==> config.mk <==
export PLATFORM = sky130hd
export DESIGN_NAME = camera_stream_gen
export DESIGN_NICKNAME = d
export VERILOG_FILES = /design/src/rtl/camera_bus_pkg.sv /design/src/rtl/rgb332_to_rgb565.sv /design/src/rtl/camera_stream_gen.sv
export SDC_FILE = /design/constraint.sdc
export NUM_CORES = 1
export LEC_CHECK = 0
export CAP_MARGIN = 20
export CELL_PAD_IN_SITES_DETAIL_PLACEMENT = 2
export CELL_PAD_IN_SITES_GLOBAL_PLACEMENT = 2
export CORE_ASPECT_RATIO = 1.1
export CORE_MARGIN = 3
export CORE_UTILIZATION = 37
export CTS_CLUSTER_SIZE = 16
export DETAILED_ROUTE_END_ITERATION = 8
export GPL_TIMING_DRIVEN = 1
export PLACE_DENSITY_LB_ADDON = 0.25
export SLEW_MARGIN = 20
export SYNTH_ARGS = -nofsm -noshare
export SYNTH_HDL_FRONTEND = slang
export SYNTH_SLANG_ARGS = --single-unit
export TNS_END_PERCENT = 50
==> constraint.sdc <==
create_clock -name CLK -period 14.13 [get_ports CLK]
set_input_delay 2.826 -clock CLK [delete_from_list [all_inputs] [get_ports CLK]]
set_output_delay 2.826 -clock CLK [all_outputs]
set_load 0.02 [all_outputs]
==> src/rtl/camera_bus_pkg.sv <==
// Shared camera-bus definitions: default frame timing, FSM state encoding
// and colour field widths used by the stream generator and colour expander.
package camera_bus_pkg;

    localparam int DEF_H_ACTIVE  = 176;
    localparam int DEF_V_ACTIVE  = 144;
    localparam int DEF_H_BLANK   = 16;
    localparam int DEF_VSYNC_LEN = 8;
    localparam int DEF_V_BACK    = 8;
    localparam int DEF_V_FRONT   = 8;

    localparam int ADDR_W   = 15;
    localparam int CNT_W    = 16;
    localparam int RGB332_W = 8;
    localparam int RGB565_W = 16;
    localparam int R3_W     = 3;
    localparam int G3_W     = 3;
    localparam int B2_W     = 2;

    typedef enum logic [2:0] {
        IDLE,
        VS,
        VBACK,
        ACTIVE,
        HBLANK,
        VFRONT
    } cam_state_t;

endpackage

==> src/rtl/rgb332_to_rgb565.sv <==
// Combinational RGB332 -> RGB565 expansion by replicating the MSBs of each
// field into the new low bits, so full-scale stays full-scale.
module rgb332_to_rgb565
    import camera_bus_pkg::*;
(
    input  logic [RGB332_W-1:0] pix332,
    output logic [RGB565_W-1:0] pix565
);

    logic [R3_W-1:0] r3;
    logic [G3_W-1:0] g3;
    logic [B2_W-1:0] b2;

    assign {r3, g3, b2} = pix332;
    assign pix565 = {r3, r3[2:1], g3, g3, b2, b2, b2[1]};

endmodule

==> src/rtl/camera_stream_gen.sv <==
// Frame-buffer to camera-bus streamer: VSYNC/HREF timing FSM, read-address
// prefetch two cycles ahead of each pixel, and RGB565 byte serialisation.
module camera_stream_gen
    import camera_bus_pkg::*;
#(
    parameter int H_ACTIVE  = DEF_H_ACTIVE,
    parameter int V_ACTIVE  = DEF_V_ACTIVE,
    parameter int H_BLANK   = DEF_H_BLANK,
    parameter int VSYNC_LEN = DEF_VSYNC_LEN,
    parameter int V_BACK    = DEF_V_BACK,
    parameter int V_FRONT   = DEF_V_FRONT
) (
    input  logic                CLK,
    input  logic                RESET_N,
    input  logic                EN,
    input  logic [7:0]          rd_data,
    output logic [ADDR_W-1:0]   X_ADDR,
    output logic [ADDR_W-1:0]   Y_ADDR,
    output logic                HREF,
    output logic                VSYNC,
    output logic [7:0]          output_data,
    output logic                frame_done
);

    localparam logic [CNT_W-1:0]  VS_LAST   = CNT_W'(VSYNC_LEN - 1);
    localparam logic [CNT_W-1:0]  VB_LAST   = CNT_W'(V_BACK - 1);
    localparam logic [CNT_W-1:0]  ACT_LAST  = CNT_W'(2 * H_ACTIVE - 1);
    localparam logic [CNT_W-1:0]  HB_LAST   = CNT_W'(H_BLANK - 1);
    localparam logic [CNT_W-1:0]  VF_LAST   = CNT_W'(V_FRONT - 1);
    localparam logic [ADDR_W-1:0] X_LAST    = ADDR_W'(H_ACTIVE - 1);
    localparam logic [ADDR_W-1:0] LINE_LAST = ADDR_W'(V_ACTIVE - 1);
    localparam logic [ADDR_W-1:0] X_FIRST_NEXT = ADDR_W'((H_ACTIVE > 1) ? 1 : 0);

    cam_state_t state, state_d;
    logic [CNT_W-1:0]    cnt, cnt_d;
    logic [ADDR_W-1:0]   line, line_d;
    logic [RGB332_W-1:0] pix;
    logic [RGB332_W-1:0] exp_in;
    logic [RGB565_W-1:0] exp_out;
    logic                pre_line, last_blank;
    logic [ADDR_W-1:0]   pre_y, nx;

    always_comb begin
        state_d = state;
        cnt_d   = cnt + CNT_W'(1);
        line_d  = line;
        case (state)
            IDLE: begin
                cnt_d = '0;
                if (EN) state_d = VS;
            end
            VS: if (cnt == VS_LAST) begin
                state_d = VBACK;
                cnt_d   = '0;
            end
            VBACK: if (cnt == VB_LAST) begin
                state_d = ACTIVE;
                cnt_d   = '0;
                line_d  = '0;
            end
            ACTIVE: if (cnt == ACT_LAST) begin
                state_d = HBLANK;
                cnt_d   = '0;
            end
            HBLANK: if (cnt == HB_LAST) begin
                cnt_d = '0;
                if (line < LINE_LAST) begin
                    state_d = ACTIVE;
                    line_d  = line + ADDR_W'(1);
                end else begin
                    state_d = VFRONT;
                end
            end
            VFRONT: if (cnt == VF_LAST) begin
                cnt_d   = '0;
                state_d = EN ? VS : IDLE;
            end
            default: begin
                state_d = IDLE;
                cnt_d   = '0;
            end
        endcase
    end

    // Decisions are made on next-cycle state so addresses land exactly two
    // cycles ahead of the high-byte cycle of each pixel.
    always_comb begin
        pre_line   = (state_d == VBACK && cnt_d == VB_LAST - CNT_W'(1)) ||
                     (state_d == HBLANK && cnt_d == HB_LAST - CNT_W'(1) && line_d < LINE_LAST);
        last_blank = (state_d == VBACK && cnt_d == VB_LAST) ||
                     (state_d == HBLANK && cnt_d == HB_LAST && line_d < LINE_LAST);
        pre_y      = (state_d == VBACK) ? '0 : line_d + ADDR_W'(1);
        nx         = cnt_d[CNT_W-1:1] + ADDR_W'(1);
        exp_in     = cnt_d[0] ? pix : rd_data;
    end

    rgb332_to_rgb565 u_exp (
        .pix332 (exp_in),
        .pix565 (exp_out)
    );

    always_ff @(posedge CLK) begin
        if (!RESET_N) begin
            state       <= IDLE;
            cnt         <= '0;
            line        <= '0;
            pix         <= '0;
            X_ADDR      <= '0;
            Y_ADDR      <= '0;
            HREF        <= 1'b0;
            VSYNC       <= 1'b0;
            output_data <= '0;
            frame_done  <= 1'b0;
        end else begin
            state      <= state_d;
            cnt        <= cnt_d;
            line       <= line_d;
            HREF       <= (state_d == ACTIVE);
            VSYNC      <= (state_d == VS);
            frame_done <= (state_d == VFRONT) && (cnt_d == VF_LAST);

            // Even cycle: latch the fresh read and send its high byte;
            // odd cycle: low byte of the same latched pixel.
            if (state_d == ACTIVE) begin
                if (!cnt_d[0]) begin
                    pix         <= rd_data;
                    output_data <= exp_out[15:8];
                end else begin
                    output_data <= exp_out[7:0];
                end
            end else begin
                output_data <= '0;
            end

            if (state_d == IDLE) begin
                X_ADDR <= '0;
                Y_ADDR <= '0;
            end else if (pre_line) begin
                X_ADDR <= '0;
                Y_ADDR <= pre_y;
            end else if (last_blank) begin
                X_ADDR <= X_FIRST_NEXT;
            end else if (state_d == ACTIVE && !cnt_d[0] && nx <= X_LAST) begin
                X_ADDR <= nx;
            end
        end
    end

endmodule
Word level (Yosys, flattened, before mapping)
Cells that the tools add are included.
{ "totals": {"register_bits": 83, "in_bits": 11, "out_inout_bits": 41, "word_cells": 78} }
{ "classes": {"n_addsub": 4, "n_lt_le_gt_ge": 3, "n_eq_ne": 17, "muxes": 22, "n_bitwise": 1, "n_reduce_logical": 20} }
{ "op_table": {"columns": ["cell", "n"], "rows": [
  ["two-way mux 15 bit", 4],
  ["== test 16 x 3 -> 1 bit, second input constant", 3],
  ["== test 16 x 4 -> 1 bit, second input constant", 3],
  ["two-way mux 16 bit", 3],
  ["case mux 16 bit (3 select lines)", 1],
  ["adder 15 x 1 -> 15 bit, second input constant", 3],
  ["less-than comparator 15 x 8 -> 1 bit, second input constant", 2],
  ["case mux 15 bit (2 select lines)", 1],
  ["two-way mux 3 bit", 7],
  ["case mux 3 bit (6 select lines)", 1],
  ["adder 16 x 1 -> 16 bit, second input constant", 1],
  ["== test 16 x 9 -> 1 bit, second input constant", 1],
  ["two-way mux 8 bit", 2],
  ["less-or-equal comparator 15 x 8 -> 1 bit, second input constant", 1],
  ["== test 3 x 2 -> 1 bit, second input constant", 4],
  ["== test 3 bit, second input constant", 4],
  ["logical AND 1 bit", 9],
  ["== test 3 x 1 -> 1 bit, second input constant", 2],
  ["logical NOT 3 bit", 2],
  ["OR reduction 3 bit", 2],
  ["OR reduction 4 bit", 1],
  ["two-way mux 1 bit", 3],
  ["logical OR 1 bit", 2],
  ["AND reduction 2 bit", 1],
  ["4 further kinds", 4]
]} }

Depth between registers and ports, before layout
Gate-level depths: netlist of the first run.
{ "logic_depth": {"word_depth": 9, "ltp_mapped": 21, "depth_no_buf": 18} }

Hierarchy
A second synthesis of the first run with hierarchy kept.
{ "unflattened": {"cells_unflattened": 570, "area_unflattened_um2": 4650.7} }
{ "modules_own_cells": {"columns": ["module", "instances", "cells_each", "area_per_inst_um2", "seq_area_each_um2"], "rows": [
  ["camera_stream_gen", 1, 554, 4530.6, 1661.6],
  ["rgb332_to_rgb565", 1, 16, 120.1, 0.0]
]} }

Least setup slack after synthesis of the first run
OpenSTA, ideal clock, no wires.
{ "synth_path": {"path_kind": "input to register", "from": "input EN", "to": "register Y_ADDR[3]", "setup_ns": 0.068, "arrival_ns": 4.506, "slack_ns": 9.556, "cell_stages": 9, "cell_sequence": "nor2b_1 > a31oi_1 > o2111ai_1 > nor4_1 > nor3_2 > nand4b_4 > or3_1 > buf_2 > o2bb2ai_2"} }
{ "synth_between": {"elab_chain_len": 7, "word_cells_on_any_way": 13, "cone_classes": "eq/ne (2); mux (5); reduce/logical (6)"} }
{ "synth_lines": {"columns": ["element", "line_no", "rtl"], "rows": [
  ["from (decl)", "camera_stream_gen.sv:15", "input logic EN,"],
  ["two-way mux 1 bit", "camera_stream_gen.sv:76", "state_d = EN ? VS : IDLE;"],
  ["two-way mux 3 bit", "camera_stream_gen.sv:74", "VFRONT: if (cnt == VF_LAST) begin"],
  ["case mux 3 bit (6 select lines) (*)", "camera_stream_gen.sv:47", "case (state)"],
  ["== test 3 bit", "camera_stream_gen.sv:89", "(state_d == HBLANK && cnt_d == HB_LAST - CNT_W'(1) && line_d < LINE_LAST);"],
  ["logical AND 1 bit (2 in a row)", "camera_stream_gen.sv:89", null],
  ["logical OR 1 bit", "camera_stream_gen.sv:88", "pre_line = (state_d == VBACK && cnt_d == VB_LAST - CNT_W'(1)) ||"],
  ["to (signal assigned)", "camera_stream_gen.sv:140", "Y_ADDR <= pre_y;"],
  ["to (decl)", "camera_stream_gen.sv:18", "output logic [ADDR_W-1:0] Y_ADDR,"]
]} }
Every way passes the cells marked *; elsewhere a longest branch is shown, timed or not.
A chain may end at the register's enable or synchronous reset.

Final worst setup path of the first run
{ "layout_path": {"from": "register cnt[0]", "to": "register X_ADDR[8]"} }
{ "layout_between": {"elab_chain_len": 8, "word_cells_on_any_way": 40, "cone_classes": "add/sub (2); order compare (2); eq/ne (10); mux (13); reduce/logical (13)"} }
{ "layout_lines": {"columns": ["element", "line_no", "rtl"], "rows": [
  ["from (decl)", "camera_stream_gen.sv:35", "logic [CNT_W-1:0] cnt, cnt_d;"],
  ["from (signal assigned)", "camera_stream_gen.sv:116", "cnt <= cnt_d;"],
  ["adder 16 x 1 -> 16 bit, or another cell as far along", "camera_stream_gen.sv:45", "cnt_d = cnt + CNT_W'(1);"],
  ["two-way mux 16 bit, on equally long branches", null, null],
  ["case mux 16 bit (3 select lines) (*)", "camera_stream_gen.sv:47", null],
  ["named net cnt_d[2]", "camera_stream_gen.sv:35", null],
  ["parallel branches: the longest is 5 deep, another holds adder 15 x 1 -> 15 bit", null, null],
  ["to (signal assigned)", "camera_stream_gen.sv:144", "X_ADDR <= nx;"],
  ["to (decl)", "camera_stream_gen.sv:17", "output logic [ADDR_W-1:0] X_ADDR,"]
]} }
Mark *: on every way through the listed nets, which the timed path passes.

==> metrics, run 1 <==
Primary FF master, synth=dfxtp_1; Routed WL=14,400 microns; number of DRC markers in iteration 0=187; Max-cap violations=0; CP arrival=6.35 ns; Die H=120 microns; synthesis warning total=0; P_int=392 uW; worst vdd ir=60.9 uV; switch share=0.246; Compound-Gate Fraction of Synth Area=0.168; fin util=0.458; Seq/Total Area, Yosys=0.365; Final Cycle Share=0.428; commonest non-fill, non-tap cell in the layout=dfxtp_1; footprint of the multi-input gates=2590 sq um; Avg WL per Cell=20.6 microns; Area Growth Syn to Fin=20.6%; fmax=0.165 GHz; critical path class=flop to flop; setup TNS=0 ns; Sink Count=80; first-pass GRT wire length=23,200 microns; vias in the first global route=4,323; WHS Path Cells=2; Reg area=1600 sq um; Nets=561; DR pass1 iterations=4; later-pin clock latency in the skew report=0.35 ns; Worst Tran Pin Value=1.12 ns; kind of end point of the critical path=flop; post-synth cell types=75; min Tclk post-route=6.05 ns; total power=520 uW; total grt overflow=0; port bufs=51; Core Region=11,500 sq um; Critical Path Start Type=flop; cts-stage hold buffer count=0; Detail Placement HPWL=10,600 microns; CP max FO=19; Clk pwr share=0.514; Max Clock Skew=0.00643 ns; initial antenna violation count=0; Final WS setup=8.08 ns; antenna cells=0; CTS Buf Count=9; Placed Instances=684; combinational share of power=0.045; layout cells sized above 1=0.0964; simple-gate portion of the synthesized area=0.320; EDFF count, synth=0; Leakage=1.89 nW; Vias=3,955; Remaining DRCs=0; via density per instance=5.65; Starting Density=0.380; RSZ-0062 raised after global routing=false; post_cts resized=0; Die Area=13,200 sq um; Site Rows=41; post-route ant nets=0; most frequent cells in the layout=dfxtp_1, clkdlybuf4s50_1, nor2_1; largest net degree at the start of global routing=20; Pwr Density=98.3 nW/um^2; # Post-CTS Setup Buffers=0; slew margin rel.=0.249; multiplexer share of the synthesized area=0.0280; status=completed; H-tree depth=3; xor/xnor cell area share of the yosys netlist=0.0599; Finished Layout Cells=700; Reg power frac=0.441; RD Place Congestion=0.884; Adder-Cell Fraction of Synth Area=0.0143; mean area per synthesized cell=8.59 sq um; root buffer cell=clkbuf_16; Post-Place Worst Slack=8.18 ns; Hold Vio Cnt, Final=0; synthesized cell area=4380 sq um; Final setup violation count=0; Pins Over Slew Limit=0; CP Data Required Time=14.42 ns; Reg2Reg Depth=17; GRT Util Overall=0.229; Post-Synthesis Cells=510; Post-Synthesis Net Count=526; CTS Buffer Depth=2; Tightest Hold Check Type=flop to flop; Worst-path clk slew=0.07 ns; CTS tree=built; sw power=128 uW; Yosys reg bits=80; ys async rst share=0; largest family of logic cells by synthesized area=simple AND/OR/NAND/NOR gates; DIE WIDTH=110 microns; I/O pins=52; fill count=1,299
-- routing by layer --
metal,vias up,GRT usage,share of wire
met5,-,0,0
met4,0,0.0873,0.023
met3,22,0.0463,0.028
met2,53,0.385,0.50
met1,1965,0.284,0.45
li1,1915,-,-
-- Yosys cell counts (10+ instances only) --
| cell type | number | area (sq um) |
|---|---|---|
| nand3_1 | 22 | 110 |
| and2_1 | 23 | 144 |
| nor3_1 | 13 | 65.1 |
| and3_1 | 13 | 81.3 |
| nor2_1 | 47 | 176 |
| mux2i_1 | 10 | 100 |
| dfxtp_1 | 80 | 1600 |
| nand2_1 | 46 | 173 |
| or3_1 | 11 | 68.8 |
| nand4_1 | 11 | 68.8 |
| a31oi_1 | 10 | 62.6 |
| xor2_1 | 13 | 114 |
| inv_1 | 12 | 45.0 |
| clkbuf_1 | 16 | 60.1 |
| xnor2_1 | 17 | 149 |
| o21ai_0 | 15 | 75.1 |
| a21oi_1 | 21 | 105 |
-- metrics by stage --
stage	area, sq um	hold slack [ns]
floorplan	4380	0.431
global placement	4950	0.442
detailed placement	4950	0.447
CTS	5280	0.468
global route	5280	0.489
finish	5280	0.461
-- flip-flops by register name (all words and copies together), names as in the netlist --
signal / flops
frame_done: 1
line: 15
pix: 5
HREF: 1
VSYNC: 1
Y_ADDR: 15
X_ADDR: 15
state: 3
cnt: 16
output_data: 8
-- power by group through the flow --
| stage | Clock (mW) | Sequential [mW] | Combinational, mW |
|---|---|---|---|
| floorplan | 0 | 0.232 | 0.0160 |
| CTS | 0.273 | 0.229 | 0.0235 |
| finish | 0.267 | 0.229 | 0.0234 |
| detailed placement | 0 | 0.234 | 0.0233 |
| global placement | 0 | 0.234 | 0.0223 |
| global route | 0.282 | 0.229 | 0.0257 |
-- logic make-up after synthesis --
kind of cell | count (synthesis)
and+or+nand+nor | 247
buffers and inverters | 41
AOI/OAI and AO/OA | 95
xor gates and xnor gates | 30
muxes | 12
DFF | 80
adders and majority gates | 5
-- final cells by class --
cell class / count / area share
Inverter: 12 / 0.00852
Sequential cell: 80 / 0.303
Tap cell: 150 / 0.0355
Timing Repair Buffer: 53 / 0.0995
Clock buffer: 9 / 0.0426
Clock inverter: 7 / 0.0201
Multi-Input combinational cell: 389 / 0.491
-- critical path, cell delays in order (launching register included) --
cell	delay [ns]
dfxtp_1	0.81
ha_1	0.44
or4b_4	0.55
or3_4	0.39
o311ai_4	0.39
and3_1	0.55
nor2_1	0.15
ha_1	0.31
nand2_1	0.12
mux2_2	0.15
a211oi_1	0.04
nand4_1	0.18
nor4b_1	0.08
o31ai_1	0.25
a2bb2oi_1	0.13
o211ai_1	0.89
nor2b_2	0.40
and2_1	0.16
-- path summary, 6_finish.rpt --
path,startpoint,end,slack (ns)
worst max-delay path,cnt[0]$_SDFF_PN0_,X_ADDR[8]$_SDFFE_PP0P_,8.08
worst min-delay path,X_ADDR[4]$_SDFFE_PP0P_,X_ADDR[4]$_SDFFE_PP0P_,0.46
worst max register to register,cnt[0]$_SDFF_PN0_,X_ADDR[8]$_SDFFE_PP0P_,8.08
worst min register to register,X_ADDR[4]$_SDFFE_PP0P_,X_ADDR[4]$_SDFFE_PP0P_,0.46
Note: power is estimated with default switching activity, not from simulation.
==> run 2, diff against run 1 <==
--- a/config.mk
+++ b/config.mk
@@ -10,7 +10,7 @@
 export CELL_PAD_IN_SITES_GLOBAL_PLACEMENT = 2
 export CORE_ASPECT_RATIO = 1.1
 export CORE_MARGIN = 3
-export CORE_UTILIZATION = 37
+export CORE_UTILIZATION = 34
 export CTS_CLUSTER_SIZE = 16
 export DETAILED_ROUTE_END_ITERATION = 8
 export GPL_TIMING_DRIVEN = 1
==> constraint.sdc (replaced) <==
create_clock -name CLK -period 5.69 [get_ports CLK]
set_input_delay 1.138 -clock CLK [delete_from_list [all_inputs] [get_ports CLK]]
set_output_delay 1.138 -clock CLK [all_outputs]
set_load 0.02 [all_outputs]
==> run 2 against run 1 <==
Effect of this change:
- sequential share of layout area hardly changed
- via count is 2.5% higher
- cell area hardly changed
- worst setup slack worse by 7.4 ns
- final cell count is 1.1% higher
- sequential cell count stayed put
- largest power group unchanged
==> metrics, run 2 (synthesis gave the netlist of run 1 again) <==
Hold Vio Cnt, Final=0; Final Cycle Share=0.886; H-tree depth=3; number of DRC markers in iteration 0=178; Max Clock Skew=0.0104 ns; CP arrival=5.33 ns; Core Region=12,300 sq um; DIE WIDTH=114 microns; CTS tree=built; Routed WL=14,500 microns; most frequent cells in the layout=dfxtp_1, clkdlybuf4s50_1, nor2_1; DR pass1 iterations=4; flop2flop setup slack=0.65 ns; Pins Over Slew Limit=0; commonest non-fill, non-tap cell in the layout=dfxtp_1; kind of end point of the critical path=flop; CP max stage delay=0.56 ns; WHS Endpoint=X_ADDR[12]$_SDFFE_PP0P_; Worst-path clk slew=0.07 ns; later-pin clock latency in the skew report=0.35 ns; total power=1.23 mW; slowest CP cell=or4b_4; CP max FO=11; GRT Util Overall=0.213; Finished Layout Cells=708; r2r startpoint=cnt[1]$_SDFF_PN0_; Max-cap violations=0; Detail Placement HPWL=10,900 microns; CP Data Required Time=5.98 ns; total grt overflow=0; Biggest register=cnt; via density per instance=5.72; RD Place Congestion=0.839; Site Rows=42; layout cells sized above 1=0.101; Reg2Reg Depth=17; Hold Startpoint=X_ADDR[12]$_SDFFE_PP0P_; Pwr Density=233 nW/um^2; Starting Density=0.356; initial antenna violation count=0; Die Area=14,300 sq um; Critical Path Start Type=flop; Avg WL per Cell=20.5 microns; post-route ant nets=0; root buffer cell=clkbuf_16; Remaining DRCs=0; worst path cell trace=ha_1, or4b_4, or3_4, o311ai_4, nand3_1, nand2_1, inv_1, ha_1, nand3_1, nor3_1, a41o_1, mux2_2, o31ai_1, o211ai_1, buf_4, or3_1, a21oi_1; fmax=0.198 GHz; Worst Tran Pin Value=0.837 ns; largest net degree at the start of global routing=19; Area Growth Syn to Fin=20.6%; Final setup violation count=0; Hold Worst Slack=0.465 ns; Nets=565; Sink Count=80; RSZ-0062 raised after global routing=false; port bufs=51; critical path class=flop to flop; CTS Buffer Depth=2; fill count=1,392; I/O pins=52; max reg flops=16; cts-stage hold buffer count=0; post_cts resized=0; first-pass GRT wire length=24,300 microns; CTS Buf Count=9; status=completed; min Tclk post-route=5.04 ns; Vias=4,052; Leakage=1.89 nW; setup TNS=0 ns; # Post-CTS Setup Buffers=0; Placed Instances=692; Tightest Hold Check Type=flop to flop; WHS Path Cells=1; Worst R2R End=X_ADDR[4]$_SDFFE_PP0P_; Die H=125 microns; slew margin rel.=0.435; worst vdd ir=108 uV; antenna cells=0; vias in the first global route=4,474
run 2: cell types whose count changed in the layout (fill, tap and decap cells not counted):
cell and delta:
buf_4 +4, bufinv_16 -1, clkinv_2 +1, clkinv_4 +1
inv_8 -1, nor3b_1 +1, nor3b_2 -1
run 2: layout make-up:
class	instances	area, sq um	area share
repair buffers	57	556	0.105
clock inverters	7	78.8	0.0149
well taps	154	193	0.0364
clock buffers	9	225	0.0426
multi-input cells	389	2590	0.489
flip-flops and latches	80	1600	0.303
inverters	12	45.0	0.00852
run 2: layer usage:
metal,routed length [microns],GRT usage,up-vias
met1,6140,0.253,2049
met3,424,0.0391,21
met2,7650,0.379,58
met5,0,0,-
met4,321,0.0790,0
li1,-,-,1924
run 2: how the worst max path moves through the flow:
stage | start | endpoint | slack (ns) | depth (start not counted)
after floorplan | cnt[1]$_SDFF_PN0_ | X_ADDR[0]$_SDFFE_PP0P_ | 1.24 | 21
after global placement | cnt[1]$_SDFF_PN0_ | X_ADDR[4]$_SDFFE_PP0P_ | 1.01 | 19
after detailed placement | cnt[1]$_SDFF_PN0_ | X_ADDR[4]$_SDFFE_PP0P_ | 0.76 | 19
after CTS | cnt[1]$_SDFF_PN0_ | X_ADDR[4]$_SDFFE_PP0P_ | 0.70 | 19
after global routing | cnt[1]$_SDFF_PN0_ | X_ADDR[4]$_SDFFE_PP0P_ | 0.32 | 19
final | cnt[1]$_SDFF_PN0_ | X_ADDR[4]$_SDFFE_PP0P_ | 0.65 | 17
run 2: power breakdown:
part | leakage [nW] | switching, mW | internal (mW) | total (mW)
sequential | 0.645 | 0.00351 | 0.562 | 0.566
combinational | 1.09 | 0.0443 | 0.0199 | 0.0642
clock | 0.151 | 0.258 | 0.345 | 0.603
total | 1.89 | 0.306 | 0.927 | 1.23
run 2: worst max-delay path, delay by kind of cell (launching register included):
kind / cells / cell delay [ns]
AO/OA/AOI/OAI: 5 / 1.26
buffers and inverters: 2 / 0.30
AND/OR/NAND/NOR: 7 / 2.05
flip-flops: 1 / 0.44
multiplexers: 1 / 0.26
adder cells (fa/ha/maj): 2 / 0.67
run 2: metrics by stage:
stage | setup WS (ns) | utilization | instance area, sq um
after global placement | 1.01 | 0.405 | 4980
after CTS | 0.697 | 0.430 | 5290
after detailed placement | 0.760 | 0.405 | 4980
after floorplan | 1.24 | - | 4380
final | 0.648 | 0.430 | 5290
after global routing | 0.325 | 0.430 | 5290
==> run 3, diff against run 2 <==
--- a/config.mk
+++ b/config.mk
@@ -14,6 +14,7 @@
 export CTS_CLUSTER_SIZE = 16
 export DETAILED_ROUTE_END_ITERATION = 8
 export GPL_TIMING_DRIVEN = 1
+export MAX_ROUTING_LAYER = met4
 export PLACE_DENSITY_LB_ADDON = 0.25
 export SLEW_MARGIN = 20
 export SYNTH_ARGS = -nofsm -noshare
==> run 3 against run 2 <==
Effect of this change:
- power about the same
- final cell count unchanged
- highest routed layer unchanged
- largest power group unchanged
- maximum frequency grew 0.32%
- worst setup slack improved by 0.016 ns
- clock-buffer cell count unchanged
- hold slack is essentially flat
- cell area stayed put
- combinational power hardly changed
- critical path type unchanged
==> metrics, run 3 (synthesis gave the netlist of run 1 again) <==
initial antenna violation count=0; Detail Placement HPWL=10,900 microns; Routed WL=14,500 microns; number of DRC markers in iteration 0=183; kind of end point of the critical path=flop; Remaining DRCs=0; CTS Buffer Depth=2; Placed Instances=692; CP max FO=11; slew margin rel.=0.438; Leakage=1.89 nW; post_cts resized=0; I/O pins=52; Pwr Density=233 nW/um^2; commonest non-fill, non-tap cell in the layout=dfxtp_1; Finished Layout Cells=708; RSZ-0062 raised after global routing=false; Die Area=14,300 sq um; Sink Count=80; Core Region=12,300 sq um; Worst Tran Pin Value=0.832 ns; total grt overflow=0; Vias=4,047; Starting Density=0.356; met2 GRT Util=0.378; most frequent cells in the layout=dfxtp_1, clkdlybuf4s50_1, nor2_1; Max Clock Skew=0.00997 ns; antenna cells=0; CTS Buf Count=9; min Tclk post-route=5.03 ns; Biggest register=cnt; DIE WIDTH=114 microns; fill count=1,392; cts-stage hold buffer count=0; vias in the first global route=4,468; via density per instance=5.72; Hold Worst Slack=0.465 ns; status=completed; Tightest Hold Check Type=flop to flop; post-route ant nets=0; max reg flops=16; Die H=125 microns; setup TNS=0 ns; later-pin clock latency in the skew report=0.35 ns; Max-cap violations=0; Final setup violation count=0; root buffer cell=clkbuf_16; critical path class=flop to flop; first-pass GRT wire length=24,300 microns; Avg WL per Cell=20.5 microns; Area Growth Syn to Fin=20.6%; total power=1.23 mW; Pins Over Slew Limit=0; CTS tree=built; fmax=0.199 GHz; H-tree depth=3; CP arrival=5.31 ns; Critical Path Start Type=flop; routing usage on met3=0.0362; Final Cycle Share=0.883; Nets=565; met1 Use GR=0.255; Hold Vio Cnt, Final=0; GR peak layer=met2; port bufs=51; DR pass1 iterations=4; Worst-path clk slew=0.07 ns; CP Data Required Time=5.98 ns; Site Rows=42; largest net degree at the start of global routing=19; # Post-CTS Setup Buffers=0; GRT Util Overall=0.219; RD Place Congestion=0.852; worst vdd ir=107 uV; layout cells sized above 1=0.101
## run 3: final cells by class
class                           instances  area (sq um)  area share
Clock buffer                            9           225      0.0426
Clock inverter                          7          78.8      0.0149
Inverter                               12          45.0     0.00852
Multi-Input combinational cell        389          2590       0.489
Sequential cell                        80          1600       0.303
Tap cell                              154           193      0.0364
Timing Repair Buffer                   57           556       0.105
## run 3: through the flow
| step | instance area (sq um) | setup slack [ns] | utilization |
|---|---|---|---|
| after floorplan | 4380 | 1.24 | - |
| after global placement | 4980 | 1.01 | 0.405 |
| after detailed placement | 4980 | 0.760 | 0.405 |
| after CTS | 5290 | 0.697 | 0.430 |
| after global routing | 5290 | 0.325 | 0.430 |
| final | 5290 | 0.665 | 0.430 |
## run 3: layer usage
metal | up-vias | wire length, microns | share of wire
li1 | 1924 | - | -
met1 | 2050 | 6260 | 0.43
met2 | 48 | 7620 | 0.52
met3 | 25 | 336 | 0.023
met4 | 0 | 321 | 0.022
met5 | - | 0 | 0
## run 3: worst paths after layout
check | startpoint | slack [ns] | cells after the start | end
setup / recovery | cnt[1]$_SDFF_PN0_ | 0.66 | 19 | X_ADDR[4]$_SDFFE_PP0P_
hold / removal | X_ADDR[12]$_SDFFE_PP0P_ | 0.46 | 1 | X_ADDR[12]$_SDFFE_PP0P_
setup reg to reg | cnt[1]$_SDFF_PN0_ | 0.66 | 19 | X_ADDR[4]$_SDFFE_PP0P_
hold reg to reg | X_ADDR[12]$_SDFFE_PP0P_ | 0.46 | 1 | X_ADDR[12]$_SDFFE_PP0P_
## run 3: critical path: stages, from the launching register on
cell	delay (ns)
dfxtp_1	0.43
ha_1	0.36
or4b_4	0.55
or3_4	0.39
o311ai_4	0.41
nand3_1	0.30
nand2_1	0.20
inv_1	0.07
ha_1	0.30
nand2b_1	0.11
mux2_2	0.15
a211oi_1	0.04
nand4_1	0.17
nor4bb_1	0.34
o31ai_1	0.12
a2bb2oi_1	0.22
o211ai_1	0.11
buf_4	0.22
or3_1	0.32
a21oi_1	0.13
## run 3: power by group
group	switching [mW]	internal (mW)	total, mW
Clock	0.257	0.345	0.602
Sequential	0.00352	0.562	0.566
Combinational	0.0445	0.0199	0.0643
